===== src/rtl/bus_xcvr_pkg.sv =====
// bus_xcvr_pkg: shared state encodings, direction constants and counter sizing for the bus transceiver
package bus_xcvr_pkg;

    typedef enum logic [1:0] {
        IDLE   = 2'd0,
        DRV_AB = 2'd1,
        DRV_BA = 2'd2,
        TURN   = 2'd3
    } state_e;

    localparam logic DIR_AB = 1'b1;
    localparam logic DIR_BA = 1'b0;

    function automatic int cnt_w(input int tc);
        return (tc > 0) ? $clog2(tc + 1) : 1;
    endfunction

endpackage


===== src/rtl/bus_turn_fsm.sv =====
// bus_turn_fsm: direction FSM with dead-cycle turnaround counter and enable/busy decode
module bus_turn_fsm
    import bus_xcvr_pkg::*;
#(
    parameter int TURN_CYCLES = 1
) (
    input  logic clk_i,
    input  logic rst_i,
    input  logic oe_i,
    input  logic dir_i,
    output logic a_oe_o,
    output logic b_oe_o,
    output logic busy_o
);

    localparam int CW = cnt_w(TURN_CYCLES);
    localparam logic [CW-1:0] RELOAD = CW'((TURN_CYCLES > 0) ? TURN_CYCLES - 1 : 0);

    state_e          state_q, state_d;
    logic            tgt_q, tgt_d;
    logic [CW-1:0]   cnt_q, cnt_d;
    state_e          drv_req;
    logic            cur_dir;

    assign drv_req = (dir_i == DIR_AB) ? DRV_AB : DRV_BA;
    assign cur_dir = (state_q == DRV_AB) ? DIR_AB : DIR_BA;

    // State, pending target direction and dead-cycle counter
    always_ff @(posedge clk_i or posedge rst_i) begin
        if (rst_i) begin
            state_q <= IDLE;
            tgt_q   <= DIR_BA;
            cnt_q   <= '0;
        end else begin
            state_q <= state_d;
            tgt_q   <= tgt_d;
            cnt_q   <= cnt_d;
        end
    end

    // Next state: OE always wins; a reversal detours through TURN unless no dead cycles are configured
    always_comb begin
        state_d = state_q;
        tgt_d   = tgt_q;
        cnt_d   = cnt_q;
        case (state_q)
            IDLE: state_d = oe_i ? drv_req : IDLE;
            DRV_AB, DRV_BA: begin
                if (!oe_i) begin
                    state_d = IDLE;
                end else if (dir_i != cur_dir) begin
                    state_d = (TURN_CYCLES == 0) ? drv_req : TURN;
                    tgt_d   = dir_i;
                    cnt_d   = RELOAD;
                end
            end
            TURN: begin
                if (!oe_i) begin
                    state_d = IDLE;
                end else if (dir_i != tgt_q) begin
                    tgt_d = dir_i;
                    cnt_d = RELOAD;
                end else if (cnt_q == '0) begin
                    state_d = drv_req;
                end else begin
                    cnt_d = cnt_q - 1'b1;
                end
            end
            default: state_d = IDLE;
        endcase
    end

    assign b_oe_o = (state_q == DRV_AB);
    assign a_oe_o = (state_q == DRV_BA);
    assign busy_o = (state_q == TURN);

endmodule


===== src/rtl/bus_xcvr_reg.sv =====
// bus_xcvr_reg: registered bidirectional bus transceiver with per-direction holding registers and safe turnaround
module bus_xcvr_reg
    import bus_xcvr_pkg::*;
#(
    parameter int WIDTH       = 8,
    parameter int TURN_CYCLES = 1
) (
    input  logic             clk_i,
    input  logic             rst_i,
    input  logic             oe_i,
    input  logic             dir_i,
    input  logic             sab_i,
    input  logic             sba_i,
    input  logic             lab_i,
    input  logic             lba_i,
    input  logic [WIDTH-1:0] a_in_i,
    output logic [WIDTH-1:0] a_out_o,
    output logic             a_oe_o,
    input  logic [WIDTH-1:0] b_in_i,
    output logic [WIDTH-1:0] b_out_o,
    output logic             b_oe_o,
    output logic             busy_o
);

    logic [WIDTH-1:0] reg_a_q, reg_a_d;
    logic [WIDTH-1:0] reg_b_q, reg_b_d;

    // Holding registers load independently of enable, direction and FSM state
    always_comb begin
        reg_a_d = lab_i ? a_in_i : reg_a_q;
        reg_b_d = lba_i ? b_in_i : reg_b_q;
    end

    // Holding register storage
    always_ff @(posedge clk_i or posedge rst_i) begin
        if (rst_i) begin
            reg_a_q <= '0;
            reg_b_q <= '0;
        end else begin
            reg_a_q <= reg_a_d;
            reg_b_q <= reg_b_d;
        end
    end

    // Zero-latency output muxes, forced low while reset is held
    always_comb begin
        b_out_o = rst_i ? '0 : (sab_i ? reg_a_q : a_in_i);
        a_out_o = rst_i ? '0 : (sba_i ? reg_b_q : b_in_i);
    end

    bus_turn_fsm #(
        .TURN_CYCLES(TURN_CYCLES)
    ) u_fsm (
        .clk_i (clk_i),
        .rst_i (rst_i),
        .oe_i  (oe_i),
        .dir_i (dir_i),
        .a_oe_o(a_oe_o),
        .b_oe_o(b_oe_o),
        .busy_o(busy_o)
    );

endmodule


===== config.mk =====
export PLATFORM = sky130hd
export DESIGN_NAME = bus_xcvr_reg
export DESIGN_NICKNAME = d
export VERILOG_FILES = /design/src/rtl/bus_xcvr_pkg.sv /design/src/rtl/bus_turn_fsm.sv /design/src/rtl/bus_xcvr_reg.sv
export SDC_FILE = /design/constraint.sdc
export NUM_CORES = 1
export LEC_CHECK = 0
export ABC_AREA = 1
export BUFFER_PORTS_ARGS = -buffer_cell sky130_fd_sc_hd__clkbuf_2
export CAP_MARGIN = 20
export CORE_MARGIN = 2
export CORE_UTILIZATION = 52
export DETAILED_ROUTE_END_ITERATION = 6
export PLACE_DENSITY = 0.83
export RECOVER_POWER = 100
export SYNTH_ARGS = -nofsm -noshare
export SYNTH_HDL_FRONTEND = slang
export SYNTH_HIERARCHICAL = 1
export SYNTH_SLANG_ARGS = --single-unit

===== constraint.sdc =====
create_clock -name clk_i -period 3.5 [get_ports clk_i]
set_clock_uncertainty 0.15 [all_clocks]
set_input_delay 0.525 -clock clk_i [delete_from_list [all_inputs] [get_ports clk_i]]
set_output_delay 0.525 -clock clk_i [all_outputs]
set_load 0.02 [all_outputs]

; ---- Word level (Yosys, flattened, before mapping)
; Cells that the tools add are included.
[classes]
n_eq_ne = 12
n_reduce_logical = 6
n_addsub = 1
mux = 24
[op_table]
columns = cell, count
row1 = 8-bit 2-to-1 mux, 4
row2 = 2-bit 2-to-1 mux, 7
row3 = 1-bit 2-to-1 mux, 10
row4 = "3-bit inequality test, second input constant", 2
row5 = 2-bit one-hot mux with 3 select lines, 1
row6 = 5-bit AND reduction, 1
row7 = "2-bit == test, second input constant", 2
row8 = "2-bit by 1-bit inequality test with 1-bit output, second input constant", 2
row9 = "2-bit inequality test, second input constant", 2
row10 = 1-bit one-hot mux with 2 select lines, 2
row11 = 4-bit AND reduction, 1
row12 = "3-bit by 2-bit inequality test with 1-bit output, second input constant", 1
row13 = 3-bit AND reduction, 1
row14 = "2-bit by 1-bit == test with 1-bit output, second input constant", 1
row15 = 2-bit zero test, 1
row16 = 1-bit inequality test, 2
row17 = 2-bit nonzero test, 1
row18 = 2-bit OR reduction, 1
row19 = "1-bit subtractor, second input constant", 1
[totals]
out_inout_bits = 19
in_bits = 24
register_bits = 20

; ---- Longest topological paths before layout
; Gate-level depths: netlist of run 1.
[depth]
depth_word = 6
ltp_mapped = 8

; ---- Modules after synthesis
; Netlist of run 1, hierarchy kept.
[by_module_without_submodules]
columns = module, seq_area_each_um2, n_inst, cells_per_inst, area_per_inst_um2
row1 = bus_xcvr_reg, 400.4, 1, 136, 929.6
row2 = bus_turn_fsm, 75.1, 1, 37, 257.7

; ---- Worst setup path before layout of run 1
; No wires, ideal clock.
[synth_timing]
kind = input -> output
startpoint = in rst_i
endpoint = out a_out_o[0]
t_arrival_ps = 1176
path_stages = 4
path_slack_ps = 1649
t_required_ps = 2825
path_cell_list = inv_2 -> buf_6 -> nand2_1 -> nor2_1
[synth_via]
elab_chain_cells = 1
[synth_lines]
columns = item, line_no
row1 = "start, declared", bus_xcvr_reg.sv:9  ; input logic rst_i,
row2 = 8-bit 2-to-1 mux, bus_xcvr_reg.sv:48  ; a_out_o = rst_i ? '0 : (sba_i ? reg_b_q : b_in_i);
row3 = "end, declared", bus_xcvr_reg.sv:17  ; output logic [WIDTH-1:0] a_out_o,
; No other way between the ends.

; ---- Final worst setup path of run 1
[layout_timing]
startpoint = in rst_i
endpoint = out b_out_o[3]
[layout_via]
elab_chain_cells = 1
[layout_lines]
columns = item, line_no
row1 = 8-bit 2-to-1 mux, bus_xcvr_reg.sv:47  ; b_out_o = rst_i ? '0 : (sab_i ? reg_a_q : a_in_i);
row2 = "end, declared", bus_xcvr_reg.sv:20  ; output logic [WIDTH-1:0] b_out_o,
; No other way between the ends.

==> results of run 1 <==
[critical path, stage by stage]
cell	delay [ns]
dlygate4sd3_1	0.54
clkbuf_1	0.12
inv_2	0.41
nand2_1	0.10
nor2_1	0.11
clkbuf_1	0.24
[synth_stat cells, drive strengths merged]
| library cell | instances | area, sq um |
|---|---|---|
| nand3 | 5 | 35.0 |
| a21oi | 2 | 10.0 |
| ha | 3 | 37.5 |
| o21ai | 17 | 85.1 |
| nand2 | 61 | 241 |
| buf | 7 | 75.1 |
| inv | 25 | 93.8 |
| dfrtp | 19 | 475 |
| nor2 | 33 | 126 |
| nand3b | 1 | 7.51 |
[stage by stage]
| stage | power, mW | instances | hold slack, ns | setup slack [ns] |
|---|---|---|---|---|
| 6_report | 0.627 | 241 | 0.292 | 0.766 |
| 5_1_grt | 0.680 | 241 | 0.280 | 0.557 |
| 4_1_cts | 0.645 | 241 | 0.279 | 0.826 |
| 3_5_place_dp | 0.531 | 236 | 0.257 | 1.37 |
| 3_3_place_gp | 0.523 | 236 | 0.258 | 1.37 |
| 2_1_floorplan | 0.469 | 173 | 0.129 | 1.65 |
[cells in the final DEF, fill, tap and decap left out, types with 3 or more instances in the layout]
cell type  count
clkbuf_1      22
clkbuf_2      20
clkbuf_4       3
dfrtp_1       19
ha_1           3
inv_1         23
nand2_1       56
nand2_2        5
nand3_1        4
nor2_1        32
o21ai_0       17
[registers in the layout, indices dropped and copies added, names as in the netlist]
name / cells
reg_a_q: 8
reg_b_q: 8
u_fsm/state_q: 2
u_fsm/tgt_q: 1
[cells by family after synthesis]
| logic type | count (synthesis) | synth area share |
|---|---|---|
| fa+ha+maj | 3 | 0.0316 |
| simple gates | 100 | 0.346 |
| buf+inv | 32 | 0.142 |
| flops | 19 | 0.400 |
| compound gates | 19 | 0.0801 |
[timing repair]
item	in CTS	in global routing
hold buffers	1	0
buffers inserted	0	0
hold endpoints to repair	3	0
[per-layer routing]
| layer | global-route usage | part of all wire |
|---|---|---|
| met4 | 0.105 | 0.025 |
| met2 | 0.280 | 0.48 |
| met5 | 0 | 0 |
| met1 | 0.233 | 0.46 |
| met3 | 0.0517 | 0.036 |
[power breakdown]
group          leakage, nW  internal (mW)  switching, mW
logic                0.519         0.0841          0.159
registers            0.232          0.252         0.0219
clock network       0.0177         0.0427         0.0669
total                0.768          0.379          0.248
[cell type report]
cell class	instances	area, sq um	share of cell area
Multi-Input combinational cell	122	538	0.395
Sequential cell	19	475	0.349
Timing Repair Buffer	43	193	0.141
Inverter	25	93.8	0.0689
Tap cell	28	35.0	0.0257
Clock buffer	3	22.5	0.0165
Clock inverter	1	5.00	0.00367
[worst min path at each step]
stage,slack [ns],to,depth (start not counted),from
after CTS,0.28,reg_b_q[6]$_DFFE_PP0P_,3,b_in_i[6]
after global placement,0.26,u_fsm/tgt_q$_DFFE_PP0P_,2,rst_i
after floorplan,0.13,u_fsm/state_q[0]$_DFFE_PP0P_,1,rst_i
final,0.29,reg_b_q[6]$_DFFE_PP0P_,3,b_in_i[6]
after global routing,0.28,reg_b_q[6]$_DFFE_PP0P_,3,b_in_i[6]
after detailed placement,0.26,u_fsm/tgt_q$_DFFE_PP0P_,2,rst_i
==> metrics.cfg, run 1 <==
[cts]
cts_resized=0
cts.clk_slew.worst_paths_ns=0.10
cts_max_path_buffers=2
cts_buffers=3
cts_max_level=1
clock_latency_ns=0.30
root_buffer=clkbuf_4
cts.sinks=19
cts_tree=done

[sta]
rsz0062_at_grt=no
setup_viol=0
finalCritPeriodShare=0.781
slew_violations=0
relSlewSlack=0.639
min_period_ns=2.73
hold_viol=0
max_freq_mhz=366
worst_pin_slew_ns=0.542
setup-tns-final_ns=0

[routing]
drt-total-wl_microns=2120
post-route-drc-count=0
dr.pass1.iters=5
vias=1132
drt_iter0_drc=20
postRouteAntennaNets=0
via_per_inst=4.70
routedWlPerCell_microns=8.80

[final_layout]
utilization=0.622
layout-drive-gt1-share=0.155
n_antenna_cell=0
nFillCells=232
syn_to_final_growth_pct=14.8
nets=241
design_area_sq_um=1360

[floorplanning]
die_h_microns=51.8
design.core.area_sq_um=2190
die_area_sq_um=2680
fp-row-count=17
initial_core_util=0.542
die_x_microns=51.8
io_pins=43

[placement]
place_congestion=0.730
dp_hpwl_microns=1590
placed_area_sq_um=1360
numPortBuffers=42

[worst_setup_path]
critPathCapture=b_out_o[3]
path_class=in -> out
cp_max_fo=32
ff2ff_setup_slack_ns=1.98
start_kind=primary input
worstReg2RegEnd=u_fsm/state_q[1]$_DFFE_PP0P_
crit_arrival_ns=2.06
r2r-start=u_fsm/state_q[0]$_DFFE_PP0P_
cp_data_required_time_ns=2.82
rr_worst_depth=6
cp-startpoint=rst_i
end_kind=output port

[grt]
grt_max_degree=33
grt_pass1_vias=865
antenna_found_initial=0
overflow=0
grt.total_usage=0.184
grt_first_pass_wirelength_microns=3570

[pwr]
peakVddDrop_mv=0.369
p_per_area_nw_per_um2=460
power.leakage_nw=0.768

[synth]
ys_ff_latch=19
syn_avg_cell_area_sq_um=6.86
synth_nets=200
syn_inst=173
yosysUniqueCellTypes=16
ys_warn_count=6
syn_area_sq_um=1190
seq_area_frac_synth=0.400

[status]
status=finished, final reports clean

[hold_path]
hp-class=in -> reg

[run]
max_cap_violations=0

Power figures use the tool's default switching activity.
==> run 2, diff against run 1 <==
--- a/config.mk
+++ b/config.mk
@@ -5,13 +5,13 @@
 export SDC_FILE = /design/constraint.sdc
 export NUM_CORES = 1
 export LEC_CHECK = 0
-export ABC_AREA = 1
+export ABC_AREA = 0
 export BUFFER_PORTS_ARGS = -buffer_cell sky130_fd_sc_hd__clkbuf_2
 export CAP_MARGIN = 20
 export CORE_MARGIN = 2
-export CORE_UTILIZATION = 52
+export CORE_UTILIZATION = 44
 export DETAILED_ROUTE_END_ITERATION = 6
-export PLACE_DENSITY = 0.83
+export PLACE_DENSITY = 0.75
 export RECOVER_POWER = 100
 export SYNTH_ARGS = -nofsm -noshare
 export SYNTH_HDL_FRONTEND = slang
==> constraint.sdc (replaced) <==
create_clock -name clk_i -period 2.45 [get_ports clk_i]
set_clock_uncertainty 0.15 [all_clocks]
set_input_delay 0.3675 -clock clk_i [delete_from_list [all_inputs] [get_ports clk_i]]
set_output_delay 0.3675 -clock clk_i [all_outputs]
set_load 0.02 [all_outputs]
==> run 2 against run 1 <==
Utilization decreased by 10 points. Via count decreased by 24%. Non-clock buffer count decreased by 1. Sequential power increased by 45%. Largest cell class unchanged. Synthesized area decreased by 1.2%. Die area increased by 15%. Worst hold slack got worse by 0.16 ns. Register-to-register slack got worse by 1.3 ns. Sequential cell count unchanged. Sequential share of layout area increased by 1.8 points. Global-route usage decreased by 2.0 points. Synthesized cell count decreased by 43%.
==> metrics.cfg, run 2 <==
[status]
status=finished, final reports clean

[final_layout]
top_regs=reg_a_q: 8 flops, reg_b_q: 8 flops, u_fsm/state_q: 2 flops
final_cell_mix=clkbuf_2 (22), clkbuf_1 (20), dfrtp_1 (19)
n_antenna_cell=0  ; unchanged
utilization=0.519  ; -0.103
layout-drive-gt1-share=0.196  ; +0.0407
nets=166  ; -31%
syn_to_final_growth_pct=10.4
final_common_cell=clkbuf_2

[routing]
drt-total-wl_microns=2260  ; +6.4%
vias=865  ; -24%
dr.pass1.iters=4  ; -1
post-route-drc-count=0  ; unchanged
drt_iter0_drc=23  ; +15%
postRouteAntennaNets=0  ; unchanged
routedWlPerCell_microns=13.4  ; +53%
via_per_inst=5.15  ; +9.6%

[worst_setup_path]
max_stage_delay_ns=0.41  ; -0.13 ns
crit_chain=inv_1 -> ha_1 -> a2bb2oi_1 -> nor3_1 -> a311oi_2
r2r-start=u_fsm/state_q[0]$_DFFE_PP0P_
critPathCapture=u_fsm/state_q[0]$_DFFE_PP0P_
path_delay_family=compound AO/OA/AOI/OAI gates
worstReg2RegEnd=u_fsm/state_q[0]$_DFFE_PP0P_
cp_data_required_time_ns=2.50  ; -0.32 ns
path_class=reg -> reg
crit_arrival_ns=1.87  ; -0.19 ns
ff2ff_setup_slack_ns=0.63  ; -1.35 ns
rr_worst_depth=5  ; -1
cp-startpoint=u_fsm/state_q[0]$_DFFE_PP0P_
start_kind=register
cp_max_fo=7  ; -78%
crit_path_top_delay_cell=dfrtp_1
cp.depth=5  ; -1
crit_buf_inv=1  ; -3
end_kind=register

[grt]
grt_first_pass_wirelength_microns=4040  ; +13%
grt_max_degree=19  ; -42%
grt.total_usage=0.164  ; -0.0201
grt_pass1_vias=897  ; +3.7%
overflow=0  ; unchanged
antenna_found_initial=0  ; unchanged

[synth]
yosysMostFrequentCell=dfrtp_1
synth-compound-area-share=0.0693  ; -0.0108
synth_edf_count=0  ; unchanged
yosysTopAreaCell=dfrtp_1
ys_ff_latch=19  ; unchanged
muxShareOfSynthArea=0.341  ; +0.341
yosysUniqueCellTypes=21  ; +5
async_flop_share=1.00  ; unchanged
synthAdderAreaFrac=0.0320  ; +0.000371
synth_common_cells=dfrtp_1 (19), nor2_1 (17), mux2_4 (16), mux2i_1 (16), inv_1 (7)
synth_top_family_by_area=multiplexers
synth-simple-area-share=0.0778  ; -0.268
seq_area_frac_synth=0.405  ; +0.00470
synthTopCellsByArea=dfrtp_1 (41%), mux2_4 (20%), mux2i_1 (14%), nor2_1 (5.4%), buf_6 (4.8%)
ys_warn_count=6  ; unchanged
syn_inst=98  ; -43%
synth_ff_type=dfrtp_1
synth_top_area_frac=0.405  ; +0.00470
syn_area_sq_um=1170  ; -1.2%
synth_xor_area_frac=0  ; unchanged
synth_nets=125  ; -38%
syn_avg_cell_area_sq_um=12.0  ; +74%

[sta]
slew_violations=0  ; unchanged
hold_viol=0  ; unchanged
rsz0062_at_grt=no
setup-tns-final_ns=0  ; unchanged
worst_pin_slew_ns=0.770  ; +0.228 ns
setup_viol=0  ; unchanged
max_freq_mhz=550
finalCritPeriodShare=0.742
relSlewSlack=0.486  ; -0.152
hold_slack_ns=0.131  ; -0.161 ns
min_period_ns=1.82

[cts]
cts_tree=done
cts_buffers=3  ; unchanged
cts_max_path_buffers=2  ; unchanged
cts_resized=0  ; unchanged
ctsHoldBuffers=0  ; -1
root_buffer=clkbuf_4
cts.clk_slew.worst_paths_ns=0.11  ; about the same
cts.sinks=19  ; unchanged
cts_max_level=1  ; unchanged
clock_latency_ns=0.29  ; about the same
post_cts_buffers=0  ; unchanged

[run]
max_cap_violations=0  ; unchanged

[pwr]
power.leakage_nw=0.632  ; -18%
peakVddDrop_mv=0.549  ; +49%
p_per_area_nw_per_um2=723  ; +57%

[floorplanning]
initial_core_util=0.469  ; -0.0725
design.core.area_sq_um=2500  ; +14%
io_pins=43  ; unchanged
die_area_sq_um=3100  ; +15%
die_x_microns=55.6  ; +7.5%
die_h_microns=55.6  ; +7.5%
fp-row-count=18  ; +1

[placement]
place_congestion=0.769  ; +5.3%
dp_hpwl_microns=1810  ; +14%
numPortBuffers=42  ; unchanged

[hold_path]
hp-class=in -> async

==> run 2: cell types whose count changed after synthesis, sizes merged, moves of 2 or more <==
cell	delta
inv	-18
o31ai	+2
mux2i	+16
o21ai	-16
a311oi	+2
mux2	+16
nor2	-16
nand3	-5
nand2	-60
==> run 2: metrics by stage <==
step,area [sq um],total power [mW],worst slack (ns),std cells
final,1300,0.937,0.632,168
after global placement,1360,0.817,0.807,164
after global routing,1300,1.00,0.520,168
after detailed placement,1360,0.843,0.719,164
after floorplan,1170,0.739,0.842,98
after CTS,1390,1.01,0.666,168
==> run 2: worst min path at each step <==
| stage | slack [ns] | endpoint | cells past startpoint |
|---|---|---|---|
| finish | 0.13 | u_fsm/tgt_q$_DFFE_PP0P_ | 2 |
| global route | 0.13 | reg_a_q[7]$_DFFE_PP0P_ | 2 |
| floorplan | -0.03 | u_fsm/state_q[0]$_DFFE_PP0P_ | 1 |
| global placement | 0.33 | u_fsm/tgt_q$_DFFE_PP0P_ | 2 |
| CTS | 0.003 | u_fsm/tgt_q$_DFFE_PP0P_ | 2 |
| detailed placement | 0.33 | u_fsm/tgt_q$_DFFE_PP0P_ | 2 |
==> run 2: final cells by class <==
| cell class | count | area (sq um) |
|---|---|---|
| Clock inverter | 1 | 5.00 |
| Timing Repair Buffer | 42 | 185 |
| Sequential cell | 19 | 475 |
| Multi-Input combinational cell | 66 | 544 |
| Tap cell | 30 | 37.5 |
| Clock buffer | 3 | 22.5 |
| Fill cell | 240 | 1200 |
| Inverter | 7 | 26.3 |
==> run 2: worst register-to-register path: stages, from the launching register on <==
cell       delay [ns]
dfrtp_1          0.41
inv_1            0.09
ha_1             0.39
a2bb2oi_1        0.32
nor3_1           0.10
a311oi_2         0.26
==> run 2: cells by family after synthesis <==
| kind of cell | Yosys count |
|---|---|
| mux | 32 |
| simple gates | 22 |
| flops | 19 |
| buf+inv | 13 |
| compound gates | 9 |
| fa+ha+maj | 3 |
==> run 2: power by group <==
| group | internal [mW] | switching [mW] | leakage (nW) |
|---|---|---|---|
| logic | 0.153 | 0.231 | 0.393 |
| clock network | 0.0607 | 0.0946 | 0.0177 |
| registers | 0.360 | 0.0367 | 0.222 |
| total | 0.574 | 0.363 | 0.632 |
==> run 2: layer usage <==
layer,track usage,share of wire
met4,0.0732,0.026
met1,0.206,0.42
met3,0.0279,0.045
met2,0.274,0.51
met5,0,0
==> run 3, diff against run 2 <==
--- a/config.mk
+++ b/config.mk
@@ -9,9 +9,9 @@
 export BUFFER_PORTS_ARGS = -buffer_cell sky130_fd_sc_hd__clkbuf_2
 export CAP_MARGIN = 20
 export CORE_MARGIN = 2
-export CORE_UTILIZATION = 44
+export CORE_UTILIZATION = 48
 export DETAILED_ROUTE_END_ITERATION = 6
-export PLACE_DENSITY = 0.75
+export PLACE_DENSITY = 0.78
 export RECOVER_POWER = 100
 export SYNTH_ARGS = -nofsm -noshare
 export SYNTH_HDL_FRONTEND = slang
==> constraint.sdc (replaced) <==
create_clock -name clk_i -period 1.71 [get_ports clk_i]
set_clock_uncertainty 0.15 [all_clocks]
set_input_delay 0.2565 -clock clk_i [delete_from_list [all_inputs] [get_ports clk_i]]
set_output_delay 0.2565 -clock clk_i [all_outputs]
set_load 0.02 [all_outputs]
==> run 3 against run 2 <==
Wire length fell by 5.1%. Setup slack got worse by 0.57 ns. Die area fell by 7.8%. Total power rose by 52%. Critical path type is now reg -> out. Register-to-register slack got worse by 0.55 ns. Global-route usage rose by 2.2 points.
==> metrics.cfg, run 3 (synthesis gave the netlist of run 2 again) <==
[hold_path]
hold_depth=3
hold_path.startpoint=oe_i
hold_end=u_fsm/state_q[1]$_DFFE_PP0P_
hp-class=in -> reg

[worst_setup_path]
crit_path_top_delay_cell=dfrtp_1
crit_arrival_ns=1.24  ; -0.63 ns
cp_max_fo=5  ; -2
r2r-start=u_fsm/state_q[0]$_DFFE_PP0P_
rr_worst_depth=5  ; unchanged
max_stage_delay_ns=0.40  ; about the same
cp_data_required_time_ns=1.30  ; -1.20 ns
end_kind=output port
ff2ff_setup_slack_ns=0.08  ; -0.55 ns
path_class=reg -> out
crit_chain=buf_4 -> ha_2 -> buf_2
worstReg2RegEnd=u_fsm/state_q[0]$_DFFE_PP0P_
start_kind=register

[final_layout]
layout-drive-gt1-share=0.352  ; +0.156
top_regs=reg_a_q: 8 flops, reg_b_q: 8 flops, u_fsm/state_q: 2 flops
syn_to_final_growth_pct=16.2
nFillCells=211  ; -12%
final_common_cell=clkbuf_2
design_area_sq_um=1360  ; +5.2%
nets=170  ; +2.4%
final_cell_mix=clkbuf_2 (38), dfrtp_1 (19), nor2_1 (17)
n_antenna_cell=0  ; unchanged

[grt]
overflow=0  ; unchanged
grt_use_met3=0.0339  ; +0.00599
grt_pass1_vias=843  ; -6.0%
antenna_found_initial=0  ; unchanged
grt.total_usage=0.185  ; +0.0218
grt_first_pass_wirelength_microns=3750  ; -7.3%
grt_max_degree=19  ; unchanged
top_usage_layer=met2
grt_use_met2=0.298  ; +0.0245
use_met1=0.237  ; +0.0308

[status]
status=finished, final reports clean

[routing]
postRouteAntennaNets=0  ; unchanged
drt_iter0_drc=12  ; -48%
dr.pass1.iters=4  ; unchanged
vias=875  ; +1.2%
via_per_inst=5.15  ; about the same
drt-total-wl_microns=2140  ; -5.1%
routedWlPerCell_microns=12.6  ; -6.3%
post-route-drc-count=0  ; unchanged

[placement]
dp_hpwl_microns=1680  ; -7.2%
placed_area_sq_um=1380  ; +1.5%
numPortBuffers=42  ; unchanged
place_congestion=0.766  ; -0.35%

[sta]
setup-tns-final_ns=0  ; unchanged
max_freq_mhz=606
finalCritPeriodShare=0.965
setup_viol=0  ; unchanged
rsz0062_at_grt=yes
hold_viol=0  ; unchanged
slew_violations=0  ; unchanged
min_period_ns=1.65
worst_pin_slew_ns=0.786  ; +0.0158 ns
relSlewSlack=0.476  ; -0.0105

[floorplanning]
die_x_microns=53.4  ; -4.0%
fp-row-count=17  ; -1
die_area_sq_um=2860  ; -7.8%
io_pins=43  ; unchanged
die_h_microns=53.4  ; -4.0%
design.core.area_sq_um=2250  ; -9.8%
initial_core_util=0.521  ; +0.0511

[cts]
cts.clk_slew.worst_paths_ns=0.10  ; about the same
cts_tree=done
post_cts_buffers=0  ; unchanged
cts_max_level=1  ; unchanged
cts.sinks=19  ; unchanged
cts_max_path_buffers=2  ; unchanged
root_buffer=clkbuf_4
clock_latency_ns=0.30  ; about the same
cts_buffers=3  ; unchanged

[pwr]
p_per_area_nw_per_um2=1050  ; +45%
power.leakage_nw=0.697  ; +10%
peakVddDrop_mv=0.894  ; +63%

[run]
max_cap_violations=0  ; unchanged

run 3: changes by cell type in the layout (fill, tap and decap cells not counted), moves of 2 or more:
cell      before  now
clkbuf_2      22   38
clkbuf_1      20    5
ha_1           3    0
ha_2           0    2
run 3: area by class of cell:
cell class,count,area (sq um),share of cell area
multi-input cells,66,568,0.417
repair buffers,46,231,0.170
flip-flops and latches,19,475,0.349
well taps,28,35.0,0.0257
inverters,7,26.3,0.0193
clock inverters,1,5.00,0.00367
clock buffers,3,22.5,0.0165
run 3: critical path: cells and delay by family (launching register included):
kind	cells	cell delay [ns]
adder cells (fa/ha/maj)	1	0.22
flip-flops	1	0.40
buffers and inverters	2	0.33
run 3: metal layers:
layer | up-vias | wire length, microns
met5 | - | 0
met4 | 0 | 46
met3 | 4 | 117
met2 | 28 | 994
met1 | 414 | 982
li1 | 429 | -
run 3: per-stage QoR:
step,utilization,power [mW],std cells,setup WS (ns),hold WS [ns]
floorplan,-,1.06,98,0.102,-0.140
global placement,0.612,1.19,165,0.125,0.230
detailed placement,0.612,1.22,165,0.0722,0.242
CTS,0.629,1.45,170,0.0131,0.0190
global route,0.605,1.54,170,-0.0103,0.0228
finish,0.605,1.43,170,0.0597,0.0288
run 3: power by group:
group          internal, mW  switching [mW]  total [mW]
clock network        0.0873           0.138       0.225
logic                 0.285           0.357       0.642
registers             0.516          0.0460       0.562
run 3: worst max path at each step:
stage	from	endpoint	slack (ns)
finish	u_fsm/state_q[0]$_DFFE_PP0P_	busy_o	0.06
global route	u_fsm/state_q[0]$_DFFE_PP0P_	busy_o	-0.01
CTS	u_fsm/state_q[0]$_DFFE_PP0P_	busy_o	0.01
detailed placement	u_fsm/state_q[0]$_DFFE_PP0P_	u_fsm/state_q[0]$_DFFE_PP0P_	0.07
global placement	u_fsm/state_q[0]$_DFFE_PP0P_	u_fsm/state_q[0]$_DFFE_PP0P_	0.12
floorplan	u_fsm/state_q[0]$_DFFE_PP0P_	u_fsm/state_q[0]$_DFFE_PP0P_	0.10
run 3: what timing repair did:
| action | 4_1_cts | 5_1_grt |
|---|---|---|
| hold buffers | 1 | 0 |
| setup endpoints to repair | 0 | 3 |
| gates resized for setup | 0 | 6 |
| endpoints found under the hold margin | 3 | 0 |
